==> config.mk <==
export PLATFORM = sky130hd
export DESIGN_NAME = jmb_pixel_stream_src
export DESIGN_NICKNAME = d
export VERILOG_FILES = /design/src/rtl/jmb_pixel_stream_src.sv
export SDC_FILE = /design/constraint.sdc
export NUM_CORES = 1
export LEC_CHECK = 0
export BUFFER_PORTS_ARGS = -buffer_cell sky130_fd_sc_hd__buf_2
export CORE_AREA = 2 2 76 78
export CTS_CLUSTER_SIZE = 30
export DETAILED_ROUTE_END_ITERATION = 16
export DIE_AREA = 0 0 78 80
export GPL_ROUTABILITY_DRIVEN = 0
export MAX_ROUTING_LAYER = met4
export PLACE_DENSITY = 0.5
export REMOVE_ABC_BUFFERS = 1
export SYNTH_ARGS = -nofsm -noshare
export SYNTH_HDL_FRONTEND = slang
export SYNTH_SLANG_ARGS = --single-unit
==> constraint.sdc <==
create_clock -name clock -period 3.9 [get_ports clock]
set_input_delay 0 -clock clock [delete_from_list [all_inputs] [get_ports clock]]
set_output_delay 0 -clock clock [all_outputs]
set_load 0.005 [all_outputs]
==> src/rtl/jmb_pixel_stream_src.sv <==
// rtl/jmb_pixel_stream_src.sv - raster pixel source reading a frame from sync memory into a valid/ready stream
// Optional sof_out/eol_out outputs are enabled with JMB_PIXEL_SRC_SOF_EOL_EN.
module jmb_pixel_stream_src #(
  parameter int DATA_WIDTH = 8,
  parameter int LINE_WIDTH = 10,
  parameter int NUM_LINES  = 10,
  parameter int ADDR_WIDTH = 7,
  parameter int BASE_ADDR  = 0
) (
  input  logic                  clock,
  input  logic                  reset,
  input  logic                  start,
  output logic                  busy,
  output logic                  done,
  output logic                  mem_rd_en,
  output logic [ADDR_WIDTH-1:0] mem_rd_addr,
  input  logic [DATA_WIDTH-1:0] mem_rd_data,
  output logic                  valid_out,
  input  logic                  ready_in,
  output logic [DATA_WIDTH-1:0] data_out
`ifdef JMB_PIXEL_SRC_SOF_EOL_EN
  ,
  output logic                  sof_out,
  output logic                  eol_out
`endif
);

  localparam int TOTAL = LINE_WIDTH * NUM_LINES;
  localparam int CNT_W = $clog2(TOTAL + 1);
  localparam int COL_W = (LINE_WIDTH > 1) ? $clog2(LINE_WIDTH) : 1;
  localparam int ROW_W = (NUM_LINES > 1) ? $clog2(NUM_LINES) : 1;

  localparam logic [CNT_W-1:0] TOTAL_C  = CNT_W'(TOTAL);
  localparam logic [CNT_W-1:0] LAST_C   = CNT_W'(TOTAL - 1);
  localparam logic [COL_W-1:0] LAST_COL = COL_W'(LINE_WIDTH - 1);
  localparam logic [ROW_W-1:0] LAST_ROW = ROW_W'(NUM_LINES - 1);

  typedef enum logic [1:0] {
    S_IDLE,
    S_RUN,
    S_DRAIN,
    S_DONE
  } state_t;

  state_t                state_q, state_d;
  logic [CNT_W-1:0]      rd_cnt_q, rd_cnt_d;
  logic [CNT_W-1:0]      pix_cnt_q, pix_cnt_d;
  logic [COL_W-1:0]      col_q, col_d;
  logic [ROW_W-1:0]      row_q, row_d;
  logic [DATA_WIDTH-1:0] buf0_q, buf0_d;
  logic [DATA_WIDTH-1:0] buf1_q, buf1_d;
  logic [1:0]            occ_q, occ_d;
  logic                  inflight_q, inflight_d;

  logic                  xfer;
  logic [2:0]            pending;

  assign valid_out   = (occ_q != 2'd0);
  assign data_out    = valid_out ? buf0_q : '0;
  assign xfer        = valid_out && ready_in;
  assign mem_rd_addr = ADDR_WIDTH'(BASE_ADDR) + ADDR_WIDTH'(rd_cnt_q);

`ifdef JMB_PIXEL_SRC_SOF_EOL_EN
  // Head pixel position is the transfer-side col/row, so these hold with data_out under stalls.
  assign sof_out = valid_out && (col_q == '0) && (row_q == '0);
  assign eol_out = valid_out && (col_q == LAST_COL);
`endif

  // Entries left after this edge; counting the pop keeps one read per clock with the sink ready.
  assign pending = {1'b0, occ_q} + {2'b0, inflight_q} - {2'b0, xfer};

  always_comb begin
    state_d    = state_q;
    rd_cnt_d   = rd_cnt_q;
    pix_cnt_d  = pix_cnt_q;
    col_d      = col_q;
    row_d      = row_q;
    mem_rd_en  = 1'b0;
    busy       = 1'b0;
    done       = 1'b0;
    inflight_d = 1'b0;

    if (xfer) begin
      pix_cnt_d = pix_cnt_q + 1'b1;
      if (col_q == LAST_COL) begin
        col_d = '0;
        row_d = (row_q == LAST_ROW) ? '0 : row_q + 1'b1;
      end else begin
        col_d = col_q + 1'b1;
      end
    end

    case (state_q)
      S_IDLE: begin
        if (start) begin
          state_d   = S_RUN;
          rd_cnt_d  = '0;
          pix_cnt_d = '0;
        end
      end
      S_RUN: begin
        busy = 1'b1;
        if ((rd_cnt_q < TOTAL_C) && (pending < 3'd2)) begin
          mem_rd_en  = 1'b1;
          inflight_d = 1'b1;
          rd_cnt_d   = rd_cnt_q + 1'b1;
          if (rd_cnt_q == LAST_C) begin
            state_d = S_DRAIN;
          end
        end
      end
      S_DRAIN: begin
        busy = 1'b1;
        if (xfer && (pix_cnt_q == LAST_C)) begin
          state_d = S_DONE;
        end
      end
      S_DONE: begin
        done      = 1'b1;
        state_d   = S_IDLE;
        rd_cnt_d  = '0;
        pix_cnt_d = '0;
        col_d     = '0;
        row_d     = '0;
      end
      default: state_d = S_IDLE;
    endcase
  end

  // Two-entry FIFO kept as a shift register: buf0 is always the head.
  always_comb begin
    buf0_d = buf0_q;
    buf1_d = buf1_q;
    occ_d  = occ_q;
    case ({inflight_q, xfer})
      2'b10: begin
        if (occ_q == 2'd0) buf0_d = mem_rd_data;
        else               buf1_d = mem_rd_data;
        occ_d = occ_q + 2'd1;
      end
      2'b01: begin
        buf0_d = buf1_q;
        occ_d  = occ_q - 2'd1;
      end
      2'b11: begin
        if (occ_q == 2'd1) begin
          buf0_d = mem_rd_data;
        end else begin
          buf0_d = buf1_q;
          buf1_d = mem_rd_data;
        end
      end
      default: ;
    endcase
  end

  always_ff @(posedge clock or posedge reset) begin
    if (reset) begin
      state_q    <= S_IDLE;
      rd_cnt_q   <= '0;
      pix_cnt_q  <= '0;
      col_q      <= '0;
      row_q      <= '0;
      buf0_q     <= '0;
      buf1_q     <= '0;
      occ_q      <= 2'd0;
      inflight_q <= 1'b0;
    end else begin
      state_q    <= state_d;
      rd_cnt_q   <= rd_cnt_d;
      pix_cnt_q  <= pix_cnt_d;
      col_q      <= col_d;
      row_q      <= row_d;
      buf0_q     <= buf0_d;
      buf1_q     <= buf1_d;
      occ_q      <= occ_d;
      inflight_q <= inflight_d;
    end
  end

endmodule

**Yosys cells after proc, flatten, opt, wreduce, memory -nomap -nowiden**

Index checks and enable logic that the tools add are counted.

- Bits in registers: 35
- Output and inout port bits: 19

- Reductions and logical operators: 15
- Order comparisons: 2
- Equality and inequality tests: 16
- Multiplexer cells: 23
- $add $sub $neg: 6

Operators by type and width:

| operator | count |
|---|---|
| $mux W8 | 5 |
| $mux W7 | 4 |
| $pmux W8 S3 | 1 |
| $pmux W7 S3 | 1 |
| $pmux W8 S2 | 1 |
| $add A7 B1 Y7 const B | 2 |
| $eq A7 B7 Y1 const B | 2 |
| $ne A2 B2 Y1 const B | 7 |
| $pmux W7 S2 | 1 |
| $eq A2 B2 Y1 const B | 4 |
| $mux W2 | 4 |
| $pmux W2 S4 | 1 |
| $lt A7 B7 Y1 const B | 1 |
| $eq A2 B1 Y1 const B | 3 |
| $reduce_and A3 Y1 | 2 |
| $reduce_bool A2 Y1 | 3 |
| $reduce_bool A3 Y1 | 2 |
| $logic_not A2 Y1 | 2 |
| $mux W1 | 4 |
| $pmux W2 S2 | 1 |
| $reduce_and A4 Y1 | 1 |
| $add A2 B1 Y3 | 1 |
| $logic_and A1 B1 Y1 | 3 |
| $lt A3 B2 Y1 const B | 1 |
| other kinds (5) | 5 |

**Depth between registers and ports, before layout**

Gate-level depths: netlist of the first run.

- Word-level depth: 7
- Gate-level depth with buffers: 12
- Gate-level depth less buffers: 11

**Worst setup path before layout of the first run**

Ideal clock, no wire load.

- Path kind: register to register
- Start: reg occ_q[1]
- End: reg state_q[1]
- Library setup time: 0.125 ns
- Stages on the path, launching flop included: 13
- Data arrival time: 3.028 ns
- Path slack: 0.747 ns
- Period minus slack after synthesis: 3.153 ns
- Required time: 3.775 ns
- Path through: dfrtp_1 -> inv_1 -> ha_1 -> nor2b_1 -> clkbuf_1 -> inv_1 -> ha_1 -> nand2b_1 -> fa_1 -> xnor2_2 -> a41oi_1 -> a211oi_1 -> mux2_2

- Longest elaborated chain between the ends: 7
- Elaborated cells on any way between the ends: 10
- Those cells by class: add/sub (2); order compare (1); eq/ne (2); reduce/logical (5)

Ends and longest elaborated chain:

| item | line | RTL |
|---|---|---|
| start, declared | 52 | `logic [1:0] occ_q, occ_d;` |
| start signal, assigned | 166 | `occ_q <= 2'd0;` |
| start signal, assigned | 176 | `occ_q <= occ_d;` |
| branches (longest 6 deep; another with $add A2 B1 Y3) | - |  |
| $reduce_and A4 Y1 (no source line) * | - |  |
| end signal, assigned | 169 | `state_q <= state_d;` |
| end, declared | 45 | `state_t state_q, state_d;` |

Mark *: on every way between the ends.
A chain may end at the register's enable or synchronous reset.

**Worst setup path in the final report of the first run**

Same ends and word-level chain as after synthesis.

==> results of run 1 <==
placed cells by master (no fill, tap or decap), types with 2 or more instances in the layout:
| master | instances |
|---|---|
| dfrtp_1 | 35 |
| buf_2 | 30 |
| nand2_1 | 21 |
| o21ai_0 | 11 |
| nor2b_1 | 10 |
| inv_1 | 9 |
| mux2i_1 | 9 |
| nor2_1 | 9 |
| mux2_2 | 9 |
| ha_1 | 9 |
| dlygate4sd3_1 | 9 |
| clkbuf_8 | 5 |
| nor3_1 | 4 |
| xnor2_1 | 4 |
| nand3_1 | 3 |
| o31ai_1 | 3 |
| a21oi_1 | 3 |
| xor2_1 | 3 |
| or3_1 | 2 |
| and3_1 | 2 |
| o211ai_1 | 2 |
| clkinvlp_4 | 2 |
| buf_4 | 2 |
cell families after synthesis:
| logic type | Yosys count | synth area share (%) |
|---|---|---|
| compound gates | 28 | 10.9 |
| xor+xnor | 8 | 4.19 |
| fa+ha+maj | 10 | 7.16 |
| buf+inv | 12 | 2.43 |
| flops | 35 | 47.3 |
| mux | 18 | 10.3 |
| simple gates | 61 | 17.8 |
worst max-delay path: stages, from the launching register on:
cell      delay (ns)
dfrtp_1         0.46
inv_1           0.10
ha_1            0.20
nor2b_1         0.37
inv_1           0.14
ha_1            0.36
nand2b_1        0.18
fa_1            0.41
xnor2_2         0.23
a41oi_1         0.18
a211oi_1        0.34
mux2_2          0.37
sequential cells by signal (all words and copies together), names as in the netlist:
signal and cells:
rd_cnt_q 7, state_q 2, inflight_q 1, pix_cnt_q 7, buf0_q 8, buf1_q 8
occ_q 2
worst paths after layout:
| path | from | endpoint | slack (ns) | cells after the start |
|---|---|---|---|---|
| max | occ_q[1] | state_q[1] | 0.43 | 11 |
| min | start | rd_cnt_q[1] | 0.18 | 3 |
| max reg2reg | occ_q[1] | state_q[1] | 0.43 | 11 |
| min reg2reg | buf0_q[3] | buf0_q[3] | 0.48 | 2 |
| max in group asynchronous | reset | pix_cnt_q[1] | 3.24 | 4 |
| min in group asynchronous | reset | buf0_q[4] | 0.34 | 4 |
stage by stage:
| stage | utilization [%] | worst slack, ns | hold slack (ns) | total power [mW] |
|---|---|---|---|---|
| 6_report | 42.2 | 0.427 | 0.179 | 1.55 |
| 3_3_place_gp | 38.8 | 0.568 | 0.121 | 1.26 |
| 2_1_floorplan | - | 0.593 | 0.152 | 1.08 |
| 4_1_cts | 42.2 | 0.380 | 0.173 | 1.58 |
| 3_5_place_dp | 38.8 | 0.434 | 0.131 | 1.29 |
| 5_1_grt | 42.2 | 0.0913 | 0.192 | 1.69 |
final cells by class:
type | instances | share of cell area [%]
tap | 72 | 3.95
sequential | 35 | 38.4
timing repair buffer | 41 | 11.2
multi-input combinational | 125 | 40.9
inverter | 9 | 1.48
clock inverter | 3 | 1.04
clock buffer | 5 | 3.02
synth_stat cells (2+ instances only):
library cell / instances / area, sq um
dfrtp_1: 35 / 876
nand2_1: 21 / 78.8
o21ai_0: 11 / 55.1
nor2b_1: 10 / 62.6
ha_1: 9 / 113
inv_1: 9 / 33.8
mux2_2: 9 / 101
mux2i_1: 9 / 90.1
nor2_1: 9 / 33.8
nor3_1: 4 / 20.0
xnor2_1: 4 / 35.0
a21oi_1: 3 / 15.0
nand3_1: 3 / 15.0
o31ai_1: 3 / 22.5
xor2_1: 3 / 26.3
and3_1: 2 / 12.5
clkbuf_1: 2 / 7.51
o211ai_1: 2 / 15.0
or3_1: 2 / 12.5
power groups by stage:
| stage | clock [mW] | sequential [mW] | combinational (mW) |
|---|---|---|---|
| floorplan | 0 | 0.553 | 0.527 |
| global placement | 0 | 0.566 | 0.693 |
| detailed placement | 0 | 0.575 | 0.712 |
| CTS | 0.286 | 0.568 | 0.725 |
| global route | 0.297 | 0.584 | 0.811 |
| finish | 0.271 | 0.567 | 0.710 |
layer usage:
| layer | share of wire (%) | up-vias |
|---|---|---|
| met5 | 0 | - |
| met4 | 1.7 | 0 |
| met3 | 5.0 | 6 |
| met2 | 47 | 28 |
| met1 | 46 | 646 |
| li1 | - | 685 |
==> out/results.ini, run 1 <==
[cts]
cts_setup_buffers=0
cts.repair.resized=0
clock-sinks=35
clock_path_buffers=2
cts_root_buf=clkbuf_8
cts_tree=built
numCtsBuffers=5
clk_latency_ns=0.30
cts.clk_slew.worst_paths_ns=0.08
htree_num_levels=2
hold_buffers=9

[yosys]
ys.flop_type=dfrtp_1
syn_area_sq_um=1850
ys_types=41
yosys_warnings=0
synth_seq_cells=35
synth_edf_count=0
syn_avg_cell_area_sq_um=10.8
yosysSeqAreaShare_pct=47.3
synth_cells=172
synthArstFlopShare_pct=100

[global_route]
grt_max_degree=36
grt-busiest-layer=met2
grt_use_met2_pct=21.5
use_met3_pct=4.41
grt_usage_pct=13.3
use_met1_pct=15.5
grt_pass1_vias=1382
globalRouteOverflowTotal=0
grt_pass1_wl_um=6310
antenna_found_initial=0

[sta]
setup_viol=0
slew_headroom_pct=35.2
hold_viol=0
worst_slew_pin_slew_ns=0.972
rsz0062_at_grt=false
fin_crit_sh_pct=89.0
slew_violations=0
fmax_ghz=0.288
finalClockSkew_ns=0.0101
fin_crit_ns=3.47
fin_setup_tns_ns=0

[setup_path]
crit_type=reg2reg
cp_max_fo=7
endpoint_kind=register
cp.arrival_ns=3.65
crit_required_ns=4.08
start_kind=register

[place]
dp_hpwl_um=2650
port_buffers=30
dp_cells=273
dpl-instance-area_sq_um=2100

[run_status]
status=finished clean

[route]
routed_wirelength_um=3660
drt_iter0_markers=66
wl_per_cell_um=12.6
vias=1365
final_antenna_net_count=0
via_per_inst=4.71
drc=0
dr.pass1.iters=4

[power_and_ir_drop]
swShare_pct=38.4
vdd_drop_max_mv=0.310
switchingPower_uw=594
p_per_area_nw_per_um2=679
p_int_uw=954
seq_power_share_pct=36.6
power_frac_clock_pct=17.5
p_leak_nw=1.09
comb_power_share_pct=45.9

[finish]
regArea_sq_um=876
nFillCells=542
diodes=0
instances_no_fill=290
drive_gt1_share_pct=25.2
nets=239
fin_area_sq_um=2280
syn_to_final_growth_pct=23.0
multi_input_area_sq_um=932

[floorplan]
die_y_um=80
die_w_um=78
dieArea_sq_um=6240
core-area_sq_um=5410
start_util_pct=34.3
std_cell_rows=27
pin_count=31

[worst_hold_path]
hold_class=in2reg

[job]
cap_violations=0

(Power assumes the default switching activity.)
==> run 2, diff against run 1 <==
- CORE_AREA: 2 2 76 78 -> 2 2 65 92
- DIE_AREA: 0 0 78 80 -> 0 0 67 94
- GPL_ROUTABILITY_DRIVEN: 0 -> 1
==> run 2 against run 1 <==
Against the previous run:
- critical endpoint unchanged
- cell count is 1.4% lower
- worst setup slack improved by 0.085 ns
- hold slack improved by 0.028 ns
- sequential cell count is the same
- register-to-register slack better by 0.09 ns
- design area up 0.88%
- total power up 4.6%
- global-route usage increased by 0.63 points
- non-clock buffer count did not move
- clock skew down 0.0017 ns
- largest cell class unchanged
==> out/results.ini, run 2 (synthesis gave the netlist of run 1 again) <==
[run_status]
status=finished clean

[route]
final_antenna_net_count=0
vias=1402
drc=0
dr.pass1.iters=4
wl_per_cell_um=13.1
routed_wirelength_um=3750
drt_iter0_markers=66
via_per_inst=4.90

[global_route]
grt_usage_pct=14.0
grt_pass1_wl_um=6350
grt_max_degree=36
grt_pass1_vias=1360
globalRouteOverflowTotal=0
antenna_found_initial=0

[setup_path]
cp_max_fo=13
start_kind=register
r2r-end=state_q[1]
r2r_cells=11
endpoint_kind=register
r2r-start=occ_q[1]
reg2reg_slack_ns=0.51
crit_type=reg2reg
crit_required_ns=4.07
cp.arrival_ns=3.56

[floorplan]
start_util_pct=34.0
die_y_um=94
core-area_sq_um=5450
pin_count=31
std_cell_rows=32
die_w_um=67
dieArea_sq_um=6300

[finish]
final_common_cell=dfrtp_1
regArea_sq_um=876
syn_to_final_growth_pct=24.1
mostFrequentLayoutCells=dfrtp_1, buf_2, nand2_1
nets=239
drive_gt1_share_pct=25.2
instances_no_fill=286
diodes=0
multi_input_area_sq_um=932
nFillCells=566
top_regs=buf0_q (8), buf1_q (8)

[sta]
finalClockSkew_ns=0.00839
fin_setup_tns_ns=0
fin_crit_sh_pct=86.9
hold_viol=0
fmax_ghz=0.295
rsz0062_at_grt=false
setup_viol=0
slew_violations=0
worst_slew_pin_slew_ns=0.989
fin_crit_ns=3.39
slew_headroom_pct=34.1

[worst_hold_path]
worstHoldStart=start
hold_class=in2reg
worstHoldPathCells=3
min_to=rd_cnt_q[1]

[place]
place.gp.congestion=0.753
dp_hpwl_um=2710
dp_cells=269
port_buffers=30

[cts]
cts_root_buf=clkbuf_8
cts_tree=built
clock_path_buffers=2
clock-sinks=35
htree_num_levels=2
numCtsBuffers=5
clk_latency_ns=0.28
cts.clk_slew.worst_paths_ns=0.07

[power_and_ir_drop]
p_per_area_nw_per_um2=704
p_leak_nw=1.11
vdd_drop_max_mv=0.291

[job]
cap_violations=0

[run 2: changes by cell type in the layout (fill, tap and decap cells not counted)]
cell        before  now
clkinvlp_4       2    0
bufinv_16        0    1
clkbuf_8         5    6
clkinv_2         0    1
inv_6            1    0
[run 2: repair_timing]
| item | CTS | global route |
|---|---|---|
| setup endpoints to repair | 0 | 0 |
| resized for setup | 0 | 0 |
| buffers inserted | 0 | 0 |
| endpoints found under the hold margin | 43 | 0 |
| hold buffers | 9 | 0 |
[run 2: how the worst max path moves through the flow]
stage | startpoint | end | slack, ns | cells after the start
floorplan | occ_q[1] | state_q[1] | 0.59 | 11
global placement | occ_q[1] | state_q[1] | 0.65 | 11
detailed placement | occ_q[1] | state_q[1] | 0.50 | 11
CTS | occ_q[1] | state_q[1] | 0.49 | 11
global route | occ_q[1] | state_q[1] | 0.21 | 11
finish | occ_q[1] | state_q[1] | 0.51 | 11
[run 2: metrics by stage]
stage | utilization [%] | setup slack [ns] | hold WS [ns] | area, sq um | power, mW
after CTS | 42.2 | 0.493 | 0.197 | 2300 | 1.65
final | 42.2 | 0.512 | 0.207 | 2300 | 1.62
after floorplan | - | 0.593 | 0.152 | 1840 | 1.08
after detailed placement | 38.4 | 0.505 | 0.142 | 2090 | 1.29
after global placement | 38.4 | 0.653 | 0.136 | 2090 | 1.28
after global routing | 42.2 | 0.207 | 0.212 | 2300 | 1.77
[run 2: report_power, final]
group	leakage (nW)	switching (mW)	internal (mW)
Clock	0.0612	0.131	0.207
Combinational	0.591	0.374	0.342
Sequential	0.454	0.0817	0.484
[run 2: worst max-delay path, cell delays in order, from the launching register on]
cell	delay (ns)
dfrtp_1	0.46
inv_1	0.10
ha_1	0.36
nor2b_1	0.21
inv_1	0.09
ha_1	0.33
nand2b_1	0.18
fa_1	0.41
xnor2_2	0.24
a41oi_1	0.20
a211oi_1	0.33
mux2_2	0.38
[run 2: layout make-up]
type | instances | area share [%]
clock buffer | 6 | 3.59
clock inverter | 2 | 1.52
timing repair buffer | 41 | 11.1
inverter | 9 | 1.47
sequential | 35 | 38.1
multi-input combinational | 125 | 40.5
tap | 68 | 3.70
[run 2: per-layer routing]
layer / vias to the layer above / GRT usage, % / wire [um] / share of wire [%]
met5: - / - / 0 / 0
met4: 0 / 4.93 / 59 / 1.6
met3: 5 / 4.56 / 191 / 5.1
met2: 31 / 22.9 / 1880 / 50
met1: 676 / 15.7 / 1610 / 43
li1: 690 / - / - / -
==> run 3, diff against run 2 <==
- clock period: 3.9 -> 4.4 ns (I/O delays scaled with it)
==> run 3 against run 2 <==
Against the previous run:
- fmax fell by 7.5%
- via count decreased by 3.1%
- die area stayed put
- clock skew fell by 0.0028 ns
- critical path depth unchanged
- sequential share of layout area up 0.61 points
- worst setup slack gained 0.23 ns
- hold slack got worse by 0.00068 ns
==> out/results.ini, run 3 (synthesis gave the netlist of run 1 again) <==
[floorplan]
pin_count=31
std_cell_rows=32
die_y_um=94
start_util_pct=34.0
dieArea_sq_um=6300
core-area_sq_um=5450
die_w_um=67

[sta]
fin_setup_tns_ns=0
slew_violations=0
fin_crit_sh_pct=83.2
worst_slew_pin_slew_ns=0.986
fin_crit_ns=3.66
fmax_ghz=0.273
rsz0062_at_grt=false
setup_viol=0
finalClockSkew_ns=0.00564
slew_headroom_pct=34.3
hold_viol=0

[power_and_ir_drop]
comb_power_share_pct=46.2
p_leak_nw=1.08
p_int_uw=838
power_frac_clock_pct=17.0
switchingPower_uw=519
p_per_area_nw_per_um2=599
vdd_drop_max_mv=0.263
seq_power_share_pct=36.8
swShare_pct=38.2

[finish]
nets=238
top_regs=buf0_q (8), buf1_q (8)
drive_gt1_share_pct=24.9
syn_to_final_growth_pct=22.1
diodes=0
final_util_pct=41.6
mostFrequentLayoutCells=dfrtp_1, buf_2, nand2_1
final_common_cell=dfrtp_1

[cts]
cts_root_buf=clkbuf_8
clock_path_buffers=2
htree_num_levels=2
clk_latency_ns=0.29
clock-sinks=35
numCtsBuffers=5
cts.clk_slew.worst_paths_ns=0.07
cts_tree=built
cts.repair.resized=0

[setup_path]
endpoint_kind=register
crit_path_max_incr_delay_ns=0.45
cpMaxStageDelayCell=dfrtp_1
start_kind=register
cp_max_fo=13
reg2reg_slack_ns=0.74
cp.arrival_ns=3.84
path_cells=inv_1 -> ha_1 -> nor2b_1 -> inv_1 -> ha_1 -> nand2b_1 -> fa_1 -> xnor2_2 -> a41oi_1 -> a211oi_1 -> mux2_2
crit_required_ns=4.57
crit_type=reg2reg

[route]
via_per_inst=4.77
dr.pass1.iters=4
drc=0
wl_per_cell_um=12.4
vias=1359
drt_iter0_markers=48
routed_wirelength_um=3530
final_antenna_net_count=0

[place]
port_buffers=30
place.gp.congestion=0.731
dp_hpwl_um=2590

[global_route]
grt_pass1_wl_um=6140
grt_usage_pct=13.5
grt_max_degree=36
grt_pass1_vias=1354
antenna_found_initial=0
globalRouteOverflowTotal=0

[worst_hold_path]
hold_class=in2reg

[run_status]
status=finished clean

[job]
cap_violations=0

[run 3: cell types whose count changed in the layout (fill, tap and decap cells not counted)]
cell        before  now
clkinvlp_4       0    2
buf_4            2    1
bufinv_16        1    0
clkbuf_8         6    5
[run 3: per-layer routing]
layer	share of wire, %	vias to the layer above	track usage (%)
met5	0	-	-
li1	-	684	-
met1	44	636	15.2
met2	49	33	22.2
met3	4.8	6	3.72
met4	1.8	0	5.61
[run 3: timing repair]
action,4_1_cts,5_1_grt
hold endpoints to repair,43,0
hold buffers,9,0
buffers inserted,0,0
[run 3: per-stage QoR]
stage                     hold WS [ns]  cells  total power [mW]  setup slack [ns]  instance area [sq um]
final                            0.206    285              1.36             0.739                   2260
after global routing             0.226    285              1.49             0.379                   2260
after CTS                        0.203    285              1.38             0.696                   2260
after detailed placement         0.130    268              1.14             0.725                   2080
after global placement           0.138    268              1.13             0.815                   2080
after floorplan                  0.152    169             0.958              1.09                   1840
[run 3: path summary, 6_finish.rpt]
path	startpoint	end	depth (start not counted)
worst max-delay path	occ_q[1]	state_q[1]	11
worst min-delay path	start	rd_cnt_q[1]	3
worst max register to register	occ_q[1]	state_q[1]	11
worst min register to register	buf0_q[2]	buf0_q[2]	2
max in group asynchronous	reset	pix_cnt_q[3]	4
min in group asynchronous	reset	buf1_q[0]	4
[run 3: area by class of cell]
cell class / count / area (sq um)
timing repair buffer: 40 / 248
fill: 581 / 3180
sequential: 35 / 876
clock buffer: 5 / 68.8
inverter: 9 / 33.8
multi-input combinational: 125 / 932
tap: 68 / 85.1
clock inverter: 3 / 20.0
[run 3: critical path: cells and delay by family, from the launching register on]
family | cells | cell delay [ns]
buffers and inverters | 2 | 0.24
XOR/XNOR | 1 | 0.23
AND/OR/NAND/NOR | 2 | 0.62
AO/OA/AOI/OAI | 2 | 0.52
multiplexers | 1 | 0.37
adder cells (fa/ha/maj) | 3 | 1.11
flip-flops | 1 | 0.45
[run 3: power groups by stage]
stage | Sequential (mW) | Clock, mW | Combinational [mW]
2_1_floorplan | 0.490 | 0 | 0.468
3_3_place_gp | 0.504 | 0 | 0.625
3_5_place_dp | 0.507 | 0 | 0.629
4_1_cts | 0.500 | 0.243 | 0.641
5_1_grt | 0.517 | 0.255 | 0.716
6_report | 0.499 | 0.230 | 0.627
